### src/rtl/uart_sample_tx.sv
// 16-bit sample to UART serialiser: two 8N1 bytes per sample, LSB byte first, DELAY_FRAMES clocks per bit.
// Define UART_SAMPLE_TX_FIFO_EN for a FIFO_DEPTH-entry input FIFO; otherwise the buffer is a single holding slot.
module uart_sample_tx #(
    parameter int DELAY_FRAMES = 15,
    parameter int FIFO_DEPTH   = 4
) (
    input  logic                          clk,
    input  logic                          rst,
    input  logic [15:0]                   sample_in,
    input  logic                          sample_valid,
    output logic                          sample_ready,
    output logic                          uart_tx,
    output logic                          busy,
    output logic [$clog2(FIFO_DEPTH):0]   fifo_level
);
    localparam int LW = $clog2(FIFO_DEPTH) + 1;

    typedef enum logic [1:0] {IDLE, START, DATA, STOP} state_t;

    state_t      state, state_n;
    logic [12:0] cnt, cnt_n;
    logic [2:0]  idx, idx_n;
    logic        phase, phase_n;  // 0: LSB byte, 1: MSB byte
    logic [15:0] hold, hold_n;
    logic [7:0]  byte_n;
    logic        last, tx_n;
    logic        push, pop, buf_empty;
    logic [15:0] buf_head;

    assign push = sample_valid && sample_ready;

`ifdef UART_SAMPLE_TX_FIFO_EN
    localparam int AW = (FIFO_DEPTH > 1) ? $clog2(FIFO_DEPTH) : 1;

    logic [15:0]   mem [FIFO_DEPTH];
    logic [AW-1:0] wr_ptr, rd_ptr;
    logic [LW-1:0] count;

    // Pointers wrap naturally because FIFO_DEPTH is a power of two.
    always_ff @(posedge clk or posedge rst) begin
        if (rst) begin
            wr_ptr <= '0;
            rd_ptr <= '0;
            count  <= '0;
        end else begin
            if (push) wr_ptr <= wr_ptr + AW'(1);
            if (pop)  rd_ptr <= rd_ptr + AW'(1);
            case ({push, pop})
                2'b10:   count <= count + LW'(1);
                2'b01:   count <= count - LW'(1);
                default: ;
            endcase
        end
    end

    always_ff @(posedge clk) begin
        if (push) mem[wr_ptr] <= sample_in;
    end

    assign sample_ready = (count != LW'(FIFO_DEPTH));
    assign buf_empty    = (count == '0);
    assign buf_head     = mem[rd_ptr];
    assign fifo_level   = count;
`else
    logic        full;
    logic [15:0] slot;

    // Push needs the slot empty and pop needs it full, so they never coincide.
    always_ff @(posedge clk or posedge rst) begin
        if (rst)       full <= 1'b0;
        else if (push) full <= 1'b1;
        else if (pop)  full <= 1'b0;
    end

    always_ff @(posedge clk) begin
        if (push) slot <= sample_in;
    end

    assign sample_ready = !full;
    assign buf_empty    = !full;
    assign buf_head     = slot;
    assign fifo_level   = LW'(full);
`endif

    always_comb begin
        state_n = state;
        cnt_n   = cnt;
        idx_n   = idx;
        phase_n = phase;
        hold_n  = hold;
        pop     = 1'b0;
        last    = (cnt == 13'(DELAY_FRAMES - 1));
        case (state)
            IDLE: begin
                if (!buf_empty) begin
                    pop     = 1'b1;
                    hold_n  = buf_head;
                    phase_n = 1'b0;
                    cnt_n   = '0;
                    state_n = START;
                end
            end
            START: begin
                if (last) begin
                    cnt_n   = '0;
                    idx_n   = '0;
                    state_n = DATA;
                end else begin
                    cnt_n = cnt + 13'd1;
                end
            end
            DATA: begin
                if (last) begin
                    cnt_n = '0;
                    if (idx == 3'd7) state_n = STOP;
                    else             idx_n   = idx + 3'd1;
                end else begin
                    cnt_n = cnt + 13'd1;
                end
            end
            STOP: begin
                if (last) begin
                    cnt_n = '0;
                    if (!phase) begin
                        phase_n = 1'b1;
                        state_n = START;
                    end else if (!buf_empty) begin
                        // Chain straight into the next sample with no idle bit.
                        pop     = 1'b1;
                        hold_n  = buf_head;
                        phase_n = 1'b0;
                        state_n = START;
                    end else begin
                        state_n = IDLE;
                    end
                end else begin
                    cnt_n = cnt + 13'd1;
                end
            end
            default: state_n = IDLE;
        endcase

        // Line level is computed from the next state so uart_tx can be a plain register.
        byte_n = phase_n ? hold_n[15:8] : hold_n[7:0];
        tx_n   = 1'b1;
        case (state_n)
            START:   tx_n = 1'b0;
            DATA:    tx_n = byte_n[idx_n];
            default: tx_n = 1'b1;
        endcase
    end

    always_ff @(posedge clk or posedge rst) begin
        if (rst) begin
            state   <= IDLE;
            cnt     <= '0;
            idx     <= '0;
            phase   <= 1'b0;
            hold    <= '0;
            uart_tx <= 1'b1;
        end else begin
            state   <= state_n;
            cnt     <= cnt_n;
            idx     <= idx_n;
            phase   <= phase_n;
            hold    <= hold_n;
            uart_tx <= tx_n;
        end
    end

    assign busy = (state != IDLE);

endmodule
### config.mk
export PLATFORM = sky130hd
export DESIGN_NAME = uart_sample_tx
export DESIGN_NICKNAME = d
export VERILOG_FILES = /design/src/rtl/uart_sample_tx.sv
export SDC_FILE = /design/constraint.sdc
export NUM_CORES = 1
export LEC_CHECK = 0
export ABC_AREA = 1
export CAP_MARGIN = 10
export CORE_UTILIZATION = 64
export DETAILED_ROUTE_END_ITERATION = 10
export HOLD_SLACK_MARGIN = 0.08
export MAX_ROUTING_LAYER = met4
export PLACE_DENSITY = 0.86
export SETUP_SLACK_MARGIN = 0.2
export SYNTH_ARGS = -nofsm -noshare
export SYNTH_HDL_FRONTEND = slang
export SYNTH_SLANG_ARGS = --single-unit
### constraint.sdc
create_clock -name clk -period 5.62 [get_ports clk]
set_input_delay 1.124 -clock clk [delete_from_list [all_inputs] [get_ports clk]]
set_output_delay 1.124 -clock clk [all_outputs]
set_load 0.005 [all_outputs]
==> results of run 1 <==
-- worst paths after layout --
check                               from      endpoint  slack [ns]  cells after the start
worst max register to register  state[1]       uart_tx        2.62                     12
worst min-delay path             hold[1]       hold[1]        0.48                      2
worst min register to register   hold[1]       hold[1]        0.48                      2
worst max-delay path                full  sample_ready        2.23                      2
max in group asynchronous            rst       uart_tx        4.05                      3
min in group asynchronous            rst      hold[14]        1.22                      3
-- flip-flops by register name (all words and copies together) (netlist names) --
name      count
uart_tx       1
hold         16
buf_head     16
cnt          13
idx           3
phase         1
state         2
full          1
-- synthesized netlist by cell type (2+ instances only) --
cell type,number,area [µm²]
nor3_2,2,20.0
dfrtp_1,36,901
nand2_2,4,25.0
nor2_2,3,18.8
nand3_1,53,265
o21ai_1,2,10.0
xnor2_1,2,17.5
a21oi_1,12,60.1
clkbuf_1,5,18.8
buf_2,7,35.0
ha_1,8,100
nor2_1,30,113
o21ai_0,8,40.0
o21ai_2,2,17.5
buf_4,6,45.0
inv_1,67,251
nand4_1,4,25.0
nand3b_1,2,15.0
nor2_4,2,22.5
nand2_1,181,679
o22ai_1,5,31.3
edfxtp_1,16,480
nor3b_1,3,22.5
nor3_1,8,40.0
a31oi_1,6,37.5
inv_2,2,7.51
-- per-layer routing --
| metal | up-vias | routed length, µm | global-route usage [%] |
|---|---|---|---|
| li1 | 1567 | - | - |
| met4 | 0 | 163 | 12.8 |
| met5 | - | 0 | - |
| met3 | 17 | 552 | 5.89 |
| met1 | 1488 | 3430 | 38.0 |
| met2 | 142 | 3760 | 51.4 |
-- stage by stage --
| step | worst slack [ns] | hold WS [ns] | utilization [%] |
|---|---|---|---|
| floorplan | 3.39 | 0.437 | - |
| global placement | 2.73 | 0.471 | 70.9 |
| detailed placement | 2.68 | 0.461 | 70.9 |
| CTS | 2.33 | 0.484 | 73.6 |
| global route | 2.17 | 0.524 | 73.6 |
| finish | 2.23 | 0.484 | 73.6 |
-- worst register-to-register path, stage by stage, from the launching register on --
cell and delay [ns]:
dfrtp_1 0.42, inv_1 0.11, ha_1 0.88, clkinv_1 0.51, a21oi_2 0.33, o21ai_2 0.14, inv_1 0.13, nand3_1 0.09
nand3_1 0.07, nand3_1 0.08, nand2_1 0.09, nand2_1 0.06, nand2_1 0.05
-- area by class of cell --
| type | instances | area (µm²) |
|---|---|---|
| clock buffer | 5 | 68.8 |
| clock inverter | 3 | 68.8 |
| fill | 428 | 1360 |
| inverter | 70 | 263 |
| multi-input combinational | 348 | 1650 |
| sequential | 53 | 1410 |
| tap | 70 | 87.6 |
| timing repair buffer | 24 | 235 |
-- cells by family after synthesis --
| logic type | Yosys count |
|---|---|
| flops | 53 |
| other cells | 1 |
| compound gates | 40 |
| buf+inv | 89 |
| simple gates | 295 |
| xor+xnor | 3 |
| fa+ha+maj | 8 |
-- power by group through the flow --
stage | registers, µW | logic (µW) | clock network (µW)
final | 565 | 691 | 312
after detailed placement | 570 | 670 | 0
after CTS | 562 | 676 | 317
after global routing | 576 | 778 | 331
after global placement | 565 | 645 | 0
after floorplan | 543 | 528 | 0
==> impl_metrics.ini, run 1 <==
[critical_path]
worst-path-max-fanout = 22
endpoint_kind = output pin
crit_type = flop to output pin
cp_slowest_cell = dfrtp_1
cp.arrival_ns = 2.26
path_cells = inv_1 > clkdlybuf4s50_1
max_stage_delay_ns = 0.86
path_buf_inv = 2
crit_required_ns = 4.50
critPathLaunchType = flop
cp_top_family = buffers and inverters

[die]
die-area_mm2 = 0.00565
coreArea_mm2 = 0.00514
fp.dieH_um = 75.2
die_w_um = 75.2
ioPinCount = 25
start_util_pct = 66.7
num_rows = 26

[clock_tree]
cts_num_sinks = 53
cts_tree = done
insertion_delay_ns = 0.32
post_cts_buffers = 0
cts_resized = 0
numCtsBuffers = 5
postCtsHoldBufs = 0
cts_buffer_depth = 2
clk_pin_slew_worst_paths_ns = 0.09
h-tree-depth = 2
root_buffer = clkbuf_8

[finish]
drive_gt1_share_pct = 5.96
final_cell_mix = 181 x nand2_1, 67 x inv_1, 53 x nand3_1, 36 x dfrtp_1, 30 x nor2_1
design_area_mm2 = 0.00378
diodes = 0
syn_to_final_growth_pct = 10.3
layout_commonest_cell = nand2_1
layout.cells.non_filler = 573
fin_nets = 529

[pwr]
combPwrFrac_pct = 44.1
p_leak_uw = 0.00192
p_clk_share_pct = 19.9
intPower_uw = 912
p_switching_uw = 657
powerDensity_mw_per_mm2 = 415
vdd_drop_max_mv = 0.332
p_sw_share_pct = 41.9
power_frac_seq_pct = 36.0
finalPower_uw = 1570

[timing]
slew_viol_final = 0
fin_crit_sh_pct = 60.3
period_minus_slack_ns = 3.39
rsz0062_at_grt = false
worst_slew_pin_slew_ns = 0.886
hold_viol = 0
final-setup-viol-count = 0
relSlewSlack_pct = 40.9
skew_ns = 0.0116
tns_ns = 0
fmax_ghz = 0.295

[global_route]
grt_max_degree = 38
grt_overflow = 0
grt_util_all_layers_pct = 31.2
grt_pass1_vias = 3003
grt_pass1_wl_um = 12900
antenna_found_initial = 0

[synthesis]
synth_seq_area_share_pct = 41.1
ys.flop_type = dfrtp_1
synth_xor_area_share_pct = 0.766
synth-edff-count = 16
netlist_area_mm2 = 0.00343
synth_top_family_by_area = simple AND/OR/NAND/NOR gates
synthAdderAreaFrac_pct = 2.92
synth.area.mux_share_pct = 0
synth_compound_area_share_pct = 7.23
synth_seq_cells = 53
yosys_warnings = 0
synth.avg_cell_area_um2 = 7.01
synth_async_sr_flop_share_pct = 69.8
synthSimpleGateAreaFrac_pct = 37.0
yosysUniqueCellTypes = 39
synth_cells = 489

[route]
via_count = 3214
wl_per_cell_um = 13.8
wirelength_um = 7900
vias_per_cell = 5.61
ant_nets = 0
dr.pass1.iters = 7
drcViolationCount = 0
drtIter0Drc = 256

[hold_path]
min_path_type = flop to flop

[place]
placed_area_mm2 = 0.00364
post-dp-hpwl_um = 5400
port_buffers = 22
dp_cells = 565
place_congestion = 0.924

[flow_run]
max_cap_viol_count = 0

[status]
status = finished clean
Note: power is estimated with default switching activity, not from simulation.
==> run 2, diff against run 1 <==
CORE_UTILIZATION = 59   (was 64)
PLACE_DENSITY = 0.8   (was 0.86)
clock period = 3.25 ns   (was 5.62 ns; I/O delays follow)
==> impl_metrics.ini, run 2 (same netlist as run 1, synthesis figures left out) <==
[status]
status = finished clean

[critical_path]
path_buf_inv = 3
cp_top_family = buffers and inverters
r2r_setup_slack_ns = 0.67
endpoint_kind = flop
path_cells = inv_1 > ha_1 > clkinv_1 > a21oi_2 > o21ai_2 > inv_1 > nand3_1 > nand3_1 > nand3_1 > nand2_1 > nand2_1 > nand2_1
crit_type = flop to flop
worst-path-max-fanout = 12
crit_required_ns = 3.51
cp.arrival_ns = 2.84
critPathLaunchType = flop
cp_slowest_cell = ha_1
max_stage_delay_ns = 0.56

[pwr]
vdd_drop_max_mv = 0.545
p_sw_share_pct = 42.5
combPwrFrac_pct = 46.9
powerDensity_mw_per_mm2 = 702
p_leak_uw = 0.00193
intPower_uw = 1540
p_clk_share_pct = 17.8
power_frac_seq_pct = 35.3
p_switching_uw = 1140

[die]
start_util_pct = 61.9
num_rows = 27
die_w_um = 78.2
ioPinCount = 25
coreArea_mm2 = 0.00554
fp.dieH_um = 78.2
die-area_mm2 = 0.00612

[global_route]
grt_pass1_vias = 3027
antenna_found_initial = 0
grt_util_all_layers_pct = 29.4
grt_pass1_wl_um = 13800
grt_max_degree = 38
grt_overflow = 0

[route]
drcViolationCount = 0
dr.pass1.iters = 5
wirelength_um = 7900
drtIter0Drc = 268
wl_per_cell_um = 13.6
ant_nets = 0
via_count = 3166
vias_per_cell = 5.45

[place]
pre_cts_ws_ns = 0.734
place_congestion = 0.856
port_buffers = 22
post-dp-hpwl_um = 5620
placed_area_mm2 = 0.00369

[clock_tree]
numCtsBuffers = 5
postCtsHoldBufs = 0
cts_tree = done
cts_buffer_depth = 2
root_buffer = clkbuf_8
cts_num_sinks = 53
post_cts_buffers = 0
insertion_delay_ns = 0.31
cts_resized = 0
h-tree-depth = 2
clk_pin_slew_worst_paths_ns = 0.10

[finish]
utilization_pct = 68.8
syn_to_final_growth_pct = 11.2
layout_commonest_cell = nand2_1
design_area_mm2 = 0.00381
fin_nets = 535
diodes = 0
final_cell_mix = 181 x nand2_1, 67 x inv_1, 53 x nand3_1, 36 x dfrtp_1, 30 x nor2_1
fillers = 473
drive_gt1_share_pct = 7.07
regArea_mm2 = 0.00141
multi_input_area_mm2 = 0.00165

[hold_path]
min_path_type = flop to flop

[timing]
rsz0062_at_grt = false
period_minus_slack_ns = 2.58
fin_crit_sh_pct = 79.4
setup_ws_ns = 0.669
holdWs_ns = 0.495
hold_viol = 0
worst_slew_pin_slew_ns = 0.619
tns_ns = 0
relSlewSlack_pct = 58.7
slew_viol_final = 0
fmax_ghz = 0.388
final-setup-viol-count = 0
skew_ns = 0.00880

[flow_run]
max_cap_viol_count = 0
## run 2: cell count changes in the layout (fill, tap and decap cells not counted)
cell / delta
buf_4: +6
bufinv_16: -1
clkbuf_8: +1
clkinvlp_4: +1
inv_6: -1
## run 2: path summary, 6_finish.rpt
check / start / endpoint / depth (start not counted)
setup / recovery: state[1] / uart_tx / 12
hold / removal: hold[5] / hold[5] / 2
setup reg to reg: state[1] / uart_tx / 12
hold reg to reg: hold[5] / hold[5] / 2
max in group asynchronous: rst / uart_tx / 3
min in group asynchronous: rst / hold[2] / 3
## run 2: stage by stage
stage	power (µW)	instances
after global placement	2140	573
final	2680	581
after CTS	2670	581
after floorplan	1850	490
after detailed placement	2190	573
after global routing	2890	581
## run 2: worst min-delay path, stage by stage, from the launching register on
cell and delay, ns:
dfrtp_1 0.33, nand2_1 0.06, nand2_1 0.07
## run 2: cell type report
class,count,area share [%]
Timing Repair Buffer,30,7.35
Clock inverter,2,0.985
Clock buffer,6,2.17
Inverter,70,6.89
Sequential cell,53,36.9
Tap cell,72,2.36
Multi-Input combinational cell,348,43.3
## run 2: metal layers
layer  up-vias  part of all wire [%]  GRT usage, %
met5         -                     0             -
met4         0                   1.7          9.63
met3        16                   5.0          3.95
met2       104                    48          47.3
met1      1475                    45          38.6
li1       1571                     -             -
## run 2: power groups by stage
| stage | Combinational, µW | Clock (µW) | Sequential [µW] |
|---|---|---|---|
| 5_1_grt | 1410 | 511 | 966 |
| 3_3_place_gp | 1190 | 0 | 955 |
| 3_5_place_dp | 1230 | 0 | 959 |
| 4_1_cts | 1240 | 489 | 945 |
| 6_report | 1250 | 477 | 946 |
| 2_1_floorplan | 913 | 0 | 939 |
